<file path="src/rtl/regfile_wb_arbiter.sv">
// Arbitrates the single regfile write port between the in-order WB (wb0) and a long-latency
// unit (wb1), registers the granted write, and tracks outstanding wb1 results per GPR.
module regfile_wb_arbiter #(
  parameter int DATA_W       = 32,
  parameter int ADDR_W       = 5,
  parameter int STARVE_LIMIT = 4
) (
  input  logic              clk,
  input  logic              resetn,
  input  logic              wb0_valid,
  output logic              wb0_ready,
  input  logic [ADDR_W-1:0] wb0_addr,
  input  logic [DATA_W-1:0] wb0_data,
  input  logic              wb1_valid,
  output logic              wb1_ready,
  input  logic [ADDR_W-1:0] wb1_addr,
  input  logic [DATA_W-1:0] wb1_data,
  input  logic              mark_valid,
  input  logic [ADDR_W-1:0] mark_addr,
  input  logic [ADDR_W-1:0] query_addr1,
  output logic              query_busy1,
  input  logic [ADDR_W-1:0] query_addr2,
  output logic              query_busy2,
  output logic              rf_w_enable,
  output logic [ADDR_W-1:0] rf_w_addr,
  output logic [DATA_W-1:0] rf_w_data
);
  localparam int NREG = 1 << ADDR_W;
  localparam int CW   = $clog2(STARVE_LIMIT + 1);

  logic [CW-1:0]     starve_cnt, starve_nxt;
  logic [NREG-1:0]   busy, busy_nxt;
  logic              force1, wb0_hs, wb1_hs, any_hs;
  logic [ADDR_W-1:0] gnt_addr;
  logic [DATA_W-1:0] gnt_data;

  // wb1 gets the port when it has waited STARVE_LIMIT cycles or wb0 is idle.
  assign force1    = (starve_cnt == CW'(STARVE_LIMIT));
  assign wb0_ready = resetn & ~force1;
  assign wb1_ready = resetn & (force1 | ~wb0_valid);
  assign wb0_hs    = wb0_valid & wb0_ready;
  assign wb1_hs    = wb1_valid & wb1_ready;
  assign any_hs    = wb0_hs | wb1_hs;
  assign gnt_addr  = wb1_hs ? wb1_addr : wb0_addr;
  assign gnt_data  = wb1_hs ? wb1_data : wb0_data;

  always_comb begin
    starve_nxt = starve_cnt;
    if (!wb1_valid || wb1_hs)
      starve_nxt = '0;
    else if (starve_cnt != CW'(STARVE_LIMIT))
      starve_nxt = starve_cnt + 1'b1;
  end

  // Clear-then-set so a fresh mark beats the retiring write to the same register.
  always_comb begin
    busy_nxt = busy;
    if (wb1_hs)
      busy_nxt[wb1_addr] = 1'b0;
    if (mark_valid)
      busy_nxt[mark_addr] = 1'b1;
    busy_nxt[0] = 1'b0;
  end

  always_ff @(posedge clk) begin
    if (!resetn) begin
      starve_cnt  <= '0;
      busy        <= '0;
      rf_w_enable <= 1'b0;
      rf_w_addr   <= '0;
      rf_w_data   <= '0;
    end else begin
      starve_cnt  <= starve_nxt;
      busy        <= busy_nxt;
      rf_w_enable <= any_hs && (gnt_addr != '0);
      if (any_hs) begin
        rf_w_addr <= gnt_addr;
        rf_w_data <= gnt_data;
      end
    end
  end

  assign query_busy1 = busy[query_addr1];
  assign query_busy2 = busy[query_addr2];
endmodule

</file>
<file path="config.mk">
export PLATFORM = sky130hd
export DESIGN_NAME = regfile_wb_arbiter
export DESIGN_NICKNAME = d
export VERILOG_FILES = /design/src/rtl/regfile_wb_arbiter.sv
export SDC_FILE = /design/constraint.sdc
export NUM_CORES = 1
export LEC_CHECK = 0
export ABC_CLOCK_PERIOD_IN_PS = 2650
export CORE_MARGIN = 2
export CORE_UTILIZATION = 48
export DETAILED_ROUTE_END_ITERATION = 7
export PLACE_DENSITY = 0.86
export SLEW_MARGIN = 20
export SYNTH_ARGS = -nofsm -noshare
export SYNTH_HDL_FRONTEND = slang
export SYNTH_SLANG_ARGS = --single-unit
</file>
<file path="constraint.sdc">
create_clock -name clk -period 2.65 [get_ports clk]
set_clock_uncertainty 0.15 [all_clocks]
set_input_delay 0.53 -clock clk [delete_from_list [all_inputs] [get_ports clk]]
set_output_delay 0.53 -clock clk [all_outputs]
set_load 0.005 [all_outputs]
</file>
# Word level (Yosys, flattened, before mapping)
# Cells that the tools add are included.
[op_classes]
n_addsub = 1
multipliers = 0
div = 0
n_reduce_logical = 7
n_eq_ne = 2
n_bitwise = 12
n_mux = 12
shifts = 0
order_cmp = 6
[ops]
columns = ["cell", "n"]
rows = [
  ["32-bit 2-to-1 mux", 3],
  ["32-bit AND", 1],
  ["32-bit inverter", 1],
  ["32-bit OR", 1],
  ["5-bit by 6-bit < comparator with 1-bit output, second input constant", 4],
  ["1-bit binary-select mux with 5-bit select", 2],
  ["1-bit demux with 5-bit select", 2],
  ["5-bit by 1-bit >= comparator with 1-bit output, second input constant", 2],
  ["5-bit 2-to-1 mux", 1],
  ["5-bit nonzero test", 1],
  ["1-bit AND", 4],
  ["1-bit 2-to-1 mux", 4],
  ["3-bit by 1-bit adder with 3-bit output, second input constant", 1],
  ["3-bit equality test, second input constant", 1],
  ["1-bit logical AND", 3],
  ["3-bit inequality test, second input constant", 1],
  ["1-bit inverter", 3],
  ["1-bit OR", 2],
  ["2-bit OR reduction", 1],
  ["1-bit logical NOT", 1],
  ["1-bit logical OR", 1],
]
[totals]
regBits = 73
mem_bits_ro = 0
word_cells = 46
latchBits = 0
n_memories = 0
inputBits = 94
ramBits = 0

# Longest topological paths before layout
[depth]
depth_word = 9
ltp_mapped = 8
depth_no_buf = 6

# Least setup slack after synthesis
# No wires, ideal clock.
[synth_path]
path_kind = "input-to-output"
start = "in query_addr1[1]"
end = "out query_busy1"
slack_ns = 0.422
t_arrival_ns = 1.548
cell_stages = 5
t_required_ns = 1.970
path_cell_list = "buf_2 > mux4_2 > nand2b_1 > o2111ai_1 > nand4_1"
[synth_between]
elab_chain_len = 2
[synth_lines]
columns = ["item", "line", "text"]
rows = [
  ["start: declaration", "20", "input logic [ADDR_W-1:0] query_addr1,"],
  ["1-bit binary-select mux with 5-bit select", "83", "assign query_busy1 = busy[query_addr1];"],
  ["1-bit 2-to-1 mux (implied by the code)", "83", ""],
  ["end: declaration", "21", "output logic query_busy1,"],
]
# No other way between the ends. The select of a mux whose other input is x is not followed.

# Worst setup path after layout
[layout_path]
start = "in query_addr1[0]"
end = "out query_busy1"
# The elaborated chain is that of the path after synthesis.

==> flow_metrics.py <==
metrics = {
    "outcome": {
        "status": "complete, no violations",
    },
    "sta": {
        "min_period_ns": 2.59,
        "worstMarginPinSlew_ns": 0.666,
        "holdWs_ns": 0.308,
        "setup_viol": 0,
        "hold_viol_final": 0,
        "slew_headroom": 0.554,
        "slew_violations": 0,
        "rsz0062_at_grt": "yes",
        "max_freq_mhz": 386,
        "period_share": 0.978,
    },
    "logic_synthesis": {
        "yosysMostFrequentCell": "dfxtp_1",
        "yosys.area.top_type": "dfxtp_1",
        "ys_seq_area_frac": 0.404,
        "synth.area.top_cells": "dfxtp_1 (40%), a21oi_1 (9.7%), a22oi_1 (7.6%), nand2_1 (7.5%), mux2i_1 (6.5%)",
        "syn_avg_cell_area_um2": 8.29,
        "synth_top_area_frac": 0.404,
        "synthCells": 430,
        "async_flop_share": 0,
        "synth_seq_cells": 72,
        "yosysWarningCount": 0,
        "synth_common_cells": "dfxtp_1 (72), nand2_1 (71), a21oi_1 (69)",
        "syn-num-nets": 526,
        "syn-cell-area_um2": 3560,
        "synth_edf_count": 0,
        "ys.flop_type": "dfxtp_1",
        "synth.distinct_cells": 34,
    },
    "power_and_ir_drop": {
        "ir_drop_v": 0.000422,
        "power_density_nw_per_um2": 495,
        "p_leak_nw": 1.91,
    },
    "route": {
        "drt_iter0_markers": 283,
        "wl_per_cell_um": 17.5,
        "ant_nets": 0,
        "drc": 0,
        "via_per_inst": 5.82,
        "num_vias": 3883,
        "routed_wl_um": 11700,
        "firstDrtPassIters": 5,
    },
    "placement": {
        "gp_congestion": 0.920,
        "port_buffers": 135,
        "placed_cell_area_um2": 5070,
        "dpl.hpwl_um": 8470,
    },
    "cts": {
        "cts.hold.buffers_added": 0,
        "cts_buffer_depth": 2,
        "clkLatencyLatePin_ns": 0.36,
        "htree_levels": 3,
        "root_buffer": "clkbuf_8",
        "clkTransAtPathRegs_ns": 0.08,
        "cts_buffers": 9,
        "cts_tree": "built",
        "clock-sinks": 72,
    },
    "worst_setup_path": {
        "cp-end-kind": "primary output",
        "cp.required_ns": 1.97,
        "worstSetupPathType": "in -> out",
        "crit_path_start_kind": "input pin",
        "critPathArrivalTime_ns": 1.91,
        "critPathMaxFanout": 4,
    },
    "die": {
        "initial_core_util": 0.494,
        "dieArea_um2": 8130,
        "coreArea_um2": 7210,
        "rows": 31,
        "die_h_um": 90.2,
        "io_pins": 136,
        "fp.dieW_um": 90.2,
    },
    "global_route": {
        "antenna_found_initial": 0,
        "grtUsageTotal": 0.286,
        "first_global_vias": 3855,
        "grt_overflow": 0,
        "grt_pass1_wl_um": 18700,
        "grt_max_degree": 38,
    },
    "cells_and_area": {
        "final_util": 0.737,
        "final_area_um2": 5320,
        "fin_nets": 659,
        "multiInputGateArea_um2": 1950,
        "seq_area_um2": 1440,
        "n_fill_cell": 525,
        "syn2layout_area_growth_pct": 49.3,
        "drive_gt1_frac": 0.0915,
        "diodes": 0,
    },
    "min_path": {
        "hp-class": "reg -> reg",
    },
    "flow_run": {
        "cap_violations": 0,
    },
}
==> stage by stage <==
stage	worst slack [ns]	instances	power, W	setup TNS, ns
global route	-0.0220	667	0.00273	-0.0220
floorplan	0.422	430	0.00136	0
finish	0.0585	667	0.00263	0
global placement	-0.469	649	0.00165	-0.923
CTS	0.0310	667	0.00264	0
detailed placement	-0.520	649	0.00166	-1.03
==> worst max-delay path, cell delays in order <==
cell,delay (ns)
clkdlybuf4s15_2,0.24
mux4_2,0.52
nand2b_1,0.15
o211ai_1,0.09
nand4_1,0.11
dlygate4sd2_1,0.27
==> flip-flops by register name, indices dropped and copies added (netlist names) <==
signal	cells
busy	31
rf_w_addr	5
rf_w_enable	1
starve_cnt	3
rf_w_data	32
==> cells in the final DEF, fill, tap and decap left out, drive strengths merged, types with 5 or more instances in the layout <==
master	Yosys	final
a211oi	7	7
a21oi	69	69
a22oi	36	36
and3	5	5
buf	22	21
clkbuf	11	10
clkdlybuf4s50	0	126
dfxtp	72	72
dlygate4sd2	0	5
inv	5	6
mux2i	23	23
mux4	6	6
nand2	71	71
nand3	11	11
nand4	5	5
nor2	17	17
nor2b	6	6
o21ai	33	33
==> timing repair <==
| item | 4_1_cts | 5_1_grt |
|---|---|---|
| buffers inserted | 2 | 0 |
| endpoints found under the setup margin | 2 | 2 |
| gates resized for setup | 16 | 4 |
| pin swaps | 1 | 1 |
==> power by group <==
part	switching, W	leakage [nW]	internal (W)
combinational	0.000203	1.22	0.000286
sequential	0.0000260	0.587	0.00113
clock	0.000433	0.105	0.000558
total	0.000662	1.91	0.00197
==> area by class of cell <==
cell class                 instances  share of cell area
sequential                        72               0.271
inverter                           5             0.00353
timing repair buffer             155               0.292
clock buffer                      10              0.0259
clock inverter                     6              0.0172
multi-input combinational        320               0.367
tap                               99              0.0233
==> kinds of logic (layout without fill, tap and decap cells) <==
group                      after synthesis  in the layout  share of synthesized area
buffers and inverters                   38            176                     0.0509
muxes                                   29             29                      0.103
AOI/OAI and AO/OA                      152            152                      0.256
and+or+nand+nor                        137            137                      0.179
DFF                                     72             72                      0.404
adders and majority gates                2              2                    0.00702
==> final timing paths <==
| kind | from | to | slack [ns] | cells past startpoint |
|---|---|---|---|---|
| setup reg to reg | starve_cnt[0] | rf_w_data[0] | 0.56 | 8 |
| hold reg to reg | rf_w_data[8] | rf_w_data[8] | 0.31 | 2 |
| setup / recovery | query_addr1[0] | query_busy1 | 0.06 | 6 |
| hold / removal | rf_w_data[8] | rf_w_data[8] | 0.31 | 2 |
==> layer usage <==
layer / global-route usage / share of wire / wire length [um]
met1: 0.312 / 0.36 / 4160
met2: 0.507 / 0.51 / 5930
met3: 0.116 / 0.12 / 1380
met4: 0.0872 / 0.017 / 196
met5: 0 / 0 / 0
Power figures use the tool's default switching activity.
